$ cat src/rtl/logic_op_sequencer.sv
// Multi-cycle bitwise logic unit: eight opcodes built from a shared AND/OR/NOT
// primitive, one primitive per cycle, with valid/ready on both sides.
module logic_op_sequencer #(
    parameter int WIDTH = 32,
    parameter int CNT_W = 16
) (
    input  logic             clk,
    input  logic             rst_n,
    input  logic             in_valid,
    output logic             in_ready,
    input  logic [2:0]       in_op,
    input  logic [WIDTH-1:0] in_a,
    input  logic [WIDTH-1:0] in_b,
    output logic             out_valid,
    input  logic             out_ready,
    output logic [WIDTH-1:0] out_result,
    output logic [2:0]       out_op,
    output logic             busy,
    output logic [CNT_W-1:0] done_count
);

    typedef enum logic [1:0] {IDLE, EXEC, DONE} state_t;
    typedef enum logic [1:0] {P_AND, P_OR, P_NOT} prim_t;
    typedef enum logic [2:0] {S_A, S_B, S_T0, S_T1, S_R} src_t;
    typedef enum logic [1:0] {D_T0, D_T1, D_R} dst_t;

    state_t           state_q, state_d;
    logic [WIDTH-1:0] a_q, b_q, t0_q, t1_q, res_q;
    logic [2:0]       op_q, step_q;
    logic [CNT_W-1:0] cnt_q;

    prim_t            prim;
    src_t             sx, sy;
    dst_t             dst;
    logic             last;
    logic [WIDTH-1:0] xv, yv, pv;

    // Micro-sequence decode: (opcode, step) -> primitive, sources, destination.
    always_comb begin
        prim = P_AND;
        sx   = S_A;
        sy   = S_B;
        dst  = D_R;
        last = 1'b1;
        case (op_q)
            3'd0: prim = P_AND;
            3'd1: prim = P_OR;
            3'd2: prim = P_NOT;
            3'd3, 3'd4: begin
                if (step_q == 3'd0) begin
                    prim = (op_q == 3'd3) ? P_AND : P_OR;
                    dst  = D_T0;
                    last = 1'b0;
                end else begin
                    prim = P_NOT;
                    sx   = S_T0;
                end
            end
            3'd5, 3'd6: begin
                case (step_q)
                    3'd0: begin prim = P_OR;  dst = D_T0; last = 1'b0; end
                    3'd1: begin prim = P_AND; dst = D_T1; last = 1'b0; end
                    3'd2: begin prim = P_NOT; sx = S_T1; dst = D_T1; last = 1'b0; end
                    3'd3: begin prim = P_AND; sx = S_T0; sy = S_T1; last = (op_q == 3'd5); end
                    default: begin prim = P_NOT; sx = S_R; end
                endcase
            end
            default: begin
                if (step_q == 3'd0) begin
                    prim = P_NOT;
                    sx   = S_B;
                    dst  = D_T1;
                    last = 1'b0;
                end else begin
                    prim = P_AND;
                    sy   = S_T1;
                end
            end
        endcase
    end

    always_comb begin
        case (sx)
            S_A:     xv = a_q;
            S_B:     xv = b_q;
            S_T0:    xv = t0_q;
            S_T1:    xv = t1_q;
            default: xv = res_q;
        endcase
        case (sy)
            S_A:     yv = a_q;
            S_B:     yv = b_q;
            S_T0:    yv = t0_q;
            S_T1:    yv = t1_q;
            default: yv = res_q;
        endcase
        case (prim)
            P_AND:   pv = xv & yv;
            P_OR:    pv = xv | yv;
            default: pv = ~xv;
        endcase
    end

    always_ff @(posedge clk or negedge rst_n) begin
        if (!rst_n) state_q <= IDLE;
        else        state_q <= state_d;
    end

    always_comb begin
        state_d = state_q;
        case (state_q)
            IDLE:    if (in_valid) state_d = EXEC;
            EXEC:    if (last) state_d = DONE;
            DONE:    if (out_ready) state_d = IDLE;
            default: state_d = IDLE;
        endcase
    end

    always_ff @(posedge clk or negedge rst_n) begin
        if (!rst_n) begin
            a_q    <= '0;
            b_q    <= '0;
            t0_q   <= '0;
            t1_q   <= '0;
            res_q  <= '0;
            op_q   <= '0;
            step_q <= '0;
            cnt_q  <= '0;
        end else begin
            case (state_q)
                IDLE: if (in_valid) begin
                    a_q    <= in_a;
                    b_q    <= in_b;
                    op_q   <= in_op;
                    step_q <= '0;
                end
                EXEC: begin
                    case (dst)
                        D_T0:    t0_q  <= pv;
                        D_T1:    t1_q  <= pv;
                        default: res_q <= pv;
                    endcase
                    step_q <= step_q + 3'd1;
                end
                DONE: if (out_ready) cnt_q <= cnt_q + CNT_W'(1);
                default: ;
            endcase
        end
    end

    assign in_ready   = (state_q == IDLE);
    assign out_valid  = (state_q == DONE);
    assign busy       = (state_q != IDLE);
    assign out_result = res_q;
    assign out_op     = op_q;
    assign done_count = cnt_q;

endmodule

$ cat config.mk
export PLATFORM = sky130hd
export DESIGN_NAME = logic_op_sequencer
export DESIGN_NICKNAME = d
export VERILOG_FILES = /design/src/rtl/logic_op_sequencer.sv
export SDC_FILE = /design/constraint.sdc
export NUM_CORES = 1
export LEC_CHECK = 0
export ABC_CLOCK_PERIOD_IN_PS = 2400
export CELL_PAD_IN_SITES_DETAIL_PLACEMENT = 1
export CELL_PAD_IN_SITES_GLOBAL_PLACEMENT = 1
export CORE_ASPECT_RATIO = 1.4
export CORE_MARGIN = 10
export CORE_UTILIZATION = 35
export DETAILED_ROUTE_END_ITERATION = 10
export DONT_BUFFER_PORTS = 1
export GPL_TIMING_DRIVEN = 1
export PLACE_DENSITY = 0.65
export SLEW_MARGIN = 5
export SYNTH_ARGS = -nofsm -noshare
export SYNTH_HDL_FRONTEND = slang
export SYNTH_SLANG_ARGS = --single-unit
$ cat constraint.sdc
create_clock -name clk -period 2.4 [get_ports clk]
set_input_delay 0.36 -clock clk [delete_from_list [all_inputs] [get_ports clk]]
set_output_delay 0.36 -clock clk [all_outputs]
set_load 0.01 [all_outputs]
## Word-level counts from Yosys, hierarchy flattened

Cells that the tools add are included.

- Bits of input ports: 71
- Word-level logic and storage cells: 90
- Register bits: 184
- Output and inout port bits: 54

- Reductions and logical operators: 25
- Add/sub/neg operators: 2
- Bitwise gates (word level): 4
- Equality and inequality tests: 22
- Mux-type cells: 28

Operators by type and width:

| kind | count |
|---|---|
| 32-bit one-hot mux with 4 select lines | 2 |
| 32-bit one-hot mux with 2 select lines | 1 |
| 32-bit bitwise AND | 1 |
| 32-bit NOT | 1 |
| 32-bit bitwise OR | 1 |
| 3-bit by 2-bit == test with 1-bit output (second input constant) | 8 |
| 2-bit 2-to-1 mux | 10 |
| 3-bit one-hot mux with 3 select lines | 2 |
| 16-bit by 1-bit adder with 16-bit output (second input constant) | 1 |
| 3-bit by 1-bit == test with 1-bit output (second input constant) | 4 |
| 3-bit logical NOT | 4 |
| 2-bit one-hot mux with 2 select lines | 3 |
| 2-bit one-hot mux with 3 select lines | 2 |
| 2-bit AND reduction | 6 |
| 2-bit OR reduction | 6 |
| 2-bit one-hot mux with 5 select lines | 1 |
| 3-bit == test (second input constant) | 3 |
| 2-bit by 1-bit == test with 1-bit output (second input constant) | 3 |
| 2-bit logical NOT | 3 |
| 3-bit one-hot mux with 2 select lines | 1 |
| 3-bit OR reduction | 2 |
| 5-bit OR reduction | 1 |
| 2-bit != test (second input constant) | 2 |
| 1-bit one-hot mux with 2 select lines | 2 |
| 8 further kinds | 11 |

## Longest topological paths before layout

Gate-level depths: netlist of the first run.

- Word-level depth: 8
- Gate-level depth with buffers: 12
- Gate-level depth less buffers: 9

## Least setup slack after synthesis of the first run

Ideal clock, no wire load.

- Path type: reg2reg
- Start: reg step_q[1]
- End: reg t1_q[13]
- Slack: -114 ps
- Period minus slack after synthesis: 2514 ps
- Data arrival time: 2381 ps
- Setup time: 133 ps
- Buffers on the path: 3
- Data required time: 2267 ps
- Cell stages (with the launch flop): 13
- Cell sequence: dfrtp_1 inv_1 ha_1 mux2i_4 a211o_1 buf_4 buf_8 buf_6 mux2i_1 a211oi_1 o22ai_1 a31oi_1 a21oi_1

- Cells in the longest elaborated chain, start to end: 8
- Elaborated cells on any way between the ends: 40
- Classes of those cells: 11 x eq/ne; 18 x mux; 3 x bitwise; 8 x reduce/logical

Ends and longest elaborated chain:

| element | RTL line | RTL |
|---|---|---|
| start, declared | 29 | `logic [2:0] op_q, step_q;` |
| start signal, assigned | 143 | `step_q <= step_q + 3'd1;` |
| 3-bit by 1-bit == test with 1-bit output or 3-bit logical NOT (tied branches) | 60, 50, 69 |  |
| 2-bit OR reduction (no line) | - |  |
| 3-bit one-hot mux with 3 select lines | 60 | `case (step_q)` |
| 3-bit one-hot mux with 3 select lines | 45 | `case (op_q)` |
| 3-bit by 2-bit == test with 1-bit output, or another cell as far along | 83 | `case (sx)` |
| 32-bit one-hot mux with 4 select lines | 83 |  |
| 32-bit bitwise OR, or another cell as far along | 99 | `P_OR: pv = xv \| yv;` |
| 32-bit one-hot mux with 2 select lines | 97 | `case (prim)` |
| end signal, assigned | 140 | `D_T1: t1_q <= pv;` |
| end, declared | 28 | `logic [WIDTH-1:0] a_q, b_q, t0_q, t1_q, res_q;` |

Parallel ways exist; a longest one is shown, timed or not.
A chain may end at the register's enable or synchronous reset.

## Worst setup path in the final report of the first run

- Start: reg step_q[1]
- End: reg res_q[2], in the netlist out_result[2]

- Cells in the longest elaborated chain, start to end: 8
- Elaborated cells on any way between the ends: 43
- Classes of those cells: 11 x eq/ne; 18 x mux; 4 x bitwise; 10 x reduce/logical

Ends and longest elaborated chain:

| element | RTL line | RTL |
|---|---|---|
| 3-bit by 1-bit == test with 1-bit output, or another cell as far along | 60 |  |
| 2-bit OR reduction (no line) | - |  |
| 3-bit one-hot mux with 3 select lines or 2-bit one-hot mux with 2 select lines (tied branches) | 60 |  |
| 3-bit one-hot mux with 3 select lines or 2-bit one-hot mux with 3 select lines (tied branches) | 45 |  |
| 3-bit by 2-bit == test with 1-bit output, or another cell as far along | 83 |  |
| 32-bit one-hot mux with 4 select lines or 2-bit OR reduction (tied branches) | - |  |
| 32-bit bitwise OR, or another cell as far along | 99 |  |
| 32-bit one-hot mux with 2 select lines or 2-bit AND reduction (tied branches) | - |  |
| end signal, assigned | 141 | `default: res_q <= pv;` |
| end, declared | 28 |  |

Parallel ways exist; a longest one is shown, timed or not.

==> summary.txt, run 1 <==
Run status
  • Status: finished, violations left
  • Failing checks: negative hold slack, negative setup slack

Floorplan
  • Die area: 34,500 um2
  • Die height: 216 um
  • Initial core utilization: 0.356
  • Row cnt: 71
  • Core area: 26,900 um2
  • Die W: 160 um
  • Ports: 125

Yosys
  • Synth area leaders: dfrtp_1 (48%), nand2_1 (12%), mux2i_1 (7.2%)
  • Dominant cell type by area after synthesis: dfrtp_1
  • Register area share after synthesis: 0.480
  • Synth Area in Compound Gates: 0.159
  • EDFF count, synth: 0
  • Syn Nets: 1,167
  • Post-synthesis mux area share: 0.0767
  • Ys Warns: 0
  • Post-synth top flop: dfrtp_1
  • Simple-gate portion of the synthesized area: 0.216
  • Asr flop ratio synth: 1.00
  • Mapped Cells: 1,090
  • Xor/xnor cell area share of the yosys netlist: 0.0155
  • Mapped Avg Cell Area: 8.80 um2
  • Adder-cell share of the synthesized area: 0.00887
  • Post-Syn Area: 9590 um2
  • Synth unique cells: 53
  • Yosys reg bits: 184
  • Top-area cell type share of the netlist area: 0.480
  • Largest family of logic cells by synthesized area: simple AND/OR/NAND/NOR gates

Critical path
  • CP Launch Type: flip-flop
  • Crit path to: out_result[2]$_DFFE_PN0P_
  • Endpoint class of the critical path: flip-flop
  • Critical setup path kind: reg2reg
  • Worst Path Arrival: 2.81 ns
  • Crit-path max FO: 8
  • Worst R2R End: out_result[2]$_DFFE_PN0P_
  • CP Launch Point: step_q[1]$_DFFE_PN0P_
  • Worst path required time: 2.70 ns
  • R2R setup slack: -0.10 ns
  • Worst r2r path cells: 10
  • Reg2reg start: step_q[1]$_DFFE_PN0P_

Clock network
  • Total CTS buffers: 17
  • Root Driver: clkbuf_16
  • Hold bufs inserted after CTS: 1
  • TritonCTS clock tree: built
  • # H-tree levels: 4
  • Skew-Pair Late Insertion Delay: 0.43 ns
  • Maximum buffer depth of the clock tree: 2
  • Sink Count: 184
  • CTS clk-pin slew, worst paths: 0.07 ns

Timing
  • Max-slew headroom: 0.714
  • Worst slew pin tran: 0.428 ns
  • Final Worst Setup Slack: -0.103 ns
  • Fmax achieved: 0.400 GHz
  • Period minus WS final: 2.50 ns
  • Slew Limit Fails: 0
  • Final Hold Fails: 184
  • Final setup violating endpoints: 74
  • Final Cycle Share: 1.04
  • Clk_skew: 0.00865 ns
  • Fin Hold WS: -0.380 ns
  • RSZ-0062 raised after global routing: yes

Power and ir drop
  • P_leak: 5.24 nW
  • Peak supply drop: 0.000745 V
  • Power density cells: 1760 nW/um2

Layout
  • Layout cells sized above 1: 0.215
  • Finished layout cell area: 12,000 um2
  • Syn-to-layout area delta: 25.2%
  • Diodes inserted: 0
  • Fillers: 3,025
  • Fin nets: 1,196

Job
  • Maxcap violations: 0

Detailed routing
  • Initial DRC Count: 307
  • DRC: 0
  • DR vias: 8,092
  • Wirelength per Cell: 20.5 um
  • Final ANT Viol Nets: 0
  • Via/cell ratio: 5.41
  • DR pass1 iterations: 7
  • Total Wirelength: 30,700 um

Global routing
  • Grt ovf: 0
  • First-pass GRT wire length: 48,600 um
  • Largest net degree at the start of global routing: 185
  • Number of global-route vias before repair: 8,689
  • Initial antenna violation count: 0
  • Tot GR Track Use: 0.173

Placed design
  • Port Buffers: 0
  • RD Place Congestion: 0.831
  • HPWL after DPL: 19,600 um
  • Area after DPL: 10,500 um2

Worst hold path
  • Hold Path Class: in2async
==> cell usage in the layout, fill, tap and decap left out, types with 17 or more instances in the layout <==
| master | count |
|---|---|
| o21ai_1 | 41 |
| o21ai_0 | 17 |
| buf_4 | 53 |
| mux2i_1 | 45 |
| buf_12 | 20 |
| dfrtp_1 | 181 |
| a31oi_1 | 22 |
| clkbuf_16 | 20 |
| mux2i_4 | 17 |
| nor2_1 | 98 |
| nand2_1 | 307 |
| a21oi_1 | 48 |
==> cell usage after synthesis (11+ instances only) <==
master    number
nand2_1      312
dfrtp_1      184
nor2_1        98
mux2i_1       69
a21oi_1       60
clkbuf_1      49
o21ai_0       32
o21ai_1       29
a31oi_1       23
inv_1         17
nor3_1        15
a32o_1        14
o21a_1        14
nand3_1       13
nor2b_1       13
nor4_2        13
buf_2         12
a32oi_1       11
o32a_1        11
xnor2_1       11
==> layout make-up <==
cell class / count / area, um2 / area share
well taps: 365 / 457 / 0.0380
multi-input cells: 815 / 5330 / 0.444
clock buffers: 19 / 443 / 0.0369
repair buffers: 84 / 986 / 0.0821
clock inverters: 13 / 120 / 0.0100
flip-flops and latches: 184 / 4610 / 0.384
inverters: 17 / 63.8 / 0.00532
==> registers in the layout, summed over array words and instances (netlist names) <==
signal / flops
t1_q: 32
a_q: 32
out_result: 32
state_q: 2
out_op: 3
done_count: 16
t0_q: 32
step_q: 3
b_q: 32
==> worst min-delay path by stage <==
stage | startpoint | cells past startpoint | slack, ns | to
after floorplan | rst_n | 0 | 0.06 | a_q[0]$_DFFE_PN0P_
after global placement | rst_n | 0 | 0.07 | done_count[5]$_DFFE_PN0P_
after detailed placement | rst_n | 0 | 0.07 | done_count[7]$_DFFE_PN0P_
after CTS | rst_n | 0 | -0.41 | done_count[7]$_DFFE_PN0P_
after global routing | rst_n | 0 | -0.41 | done_count[1]$_DFFE_PN0P_
final | rst_n | 0 | -0.38 | done_count[1]$_DFFE_PN0P_
==> power by group <==
| group | internal [W] | leakage [nW] | switching, W |
|---|---|---|---|
| clock network | 0.00147 | 0.276 | 0.00128 |
| registers | 0.00454 | 2.26 | 0.00163 |
| logic | 0.00537 | 2.70 | 0.00686 |
| total | 0.0114 | 5.24 | 0.00977 |
==> kinds of logic (layout without fill, tap and decap cells) <==
kind of cell               after synthesis  after routing
AOI/OAI and AO/OA                      233            233
buffers and inverters                   91            133
xor gates and xnor gates                17             17
muxes                                   72             72
adders and majority gates                7              7
DFF                                    184            184
and+or+nand+nor                        486            486
==> critical path: stages (launching register included) <==
cell and delay [ns]:
dfrtp_2 0.41, buf_4 0.14, ha_4 0.13, ha_4 0.16
o211ai_1 0.14, o21ai_4 0.37, clkbuf_16 0.28, mux2i_2 0.25
nor2b_1 0.16, o32a_1 0.22, a31oi_1 0.11
==> routing by layer <==
layer | share of wire | GRT usage
met5 | 0 | 0
met4 | 0.015 | 0.0512
met3 | 0.045 | 0.0387
met2 | 0.51 | 0.302
met1 | 0.43 | 0.209
==> metrics by stage <==
step / total power, W / setup TNS (ns) / util / setup WS [ns] / std cells
CTS: 0.0203 / -1.81 / 0.431 / -0.0946 / 1490
detailed placement: 0.0160 / -9.68 / 0.390 / -0.174 / 1444
floorplan: 0.0124 / 0 / - / 0.0141 / 1090
finish: 0.0212 / -2.83 / 0.446 / -0.103 / 1497
global placement: 0.0156 / -1.55 / 0.390 / -0.0567 / 1444
global route: 0.0228 / -13.87 / 0.446 / -0.231 / 1497
==> repair_timing <==
| item | CTS | global route |
|---|---|---|
| setup endpoints to repair | 96 | 96 |
| cloned | 1 | 3 |
| gates resized for setup | 91 | 69 |
| setup buffers | 12 | 5 |
| pin swaps | 45 | 47 |
| endpoints found under the hold margin | 185 | 184 |
No activity file was read; power rests on OpenSTA's default activity.
==> inputs of run 2 (changes only) <==
--- a/config.mk
+++ b/config.mk
@@ -5,7 +5,6 @@
 export SDC_FILE = /design/constraint.sdc
 export NUM_CORES = 1
 export LEC_CHECK = 0
-export ABC_CLOCK_PERIOD_IN_PS = 2400
 export CELL_PAD_IN_SITES_DETAIL_PLACEMENT = 1
 export CELL_PAD_IN_SITES_GLOBAL_PLACEMENT = 1
 export CORE_ASPECT_RATIO = 1.4
==> results of run 2 <==
Same layout as run 1: the final DEF is identical, and so are final timing and power.
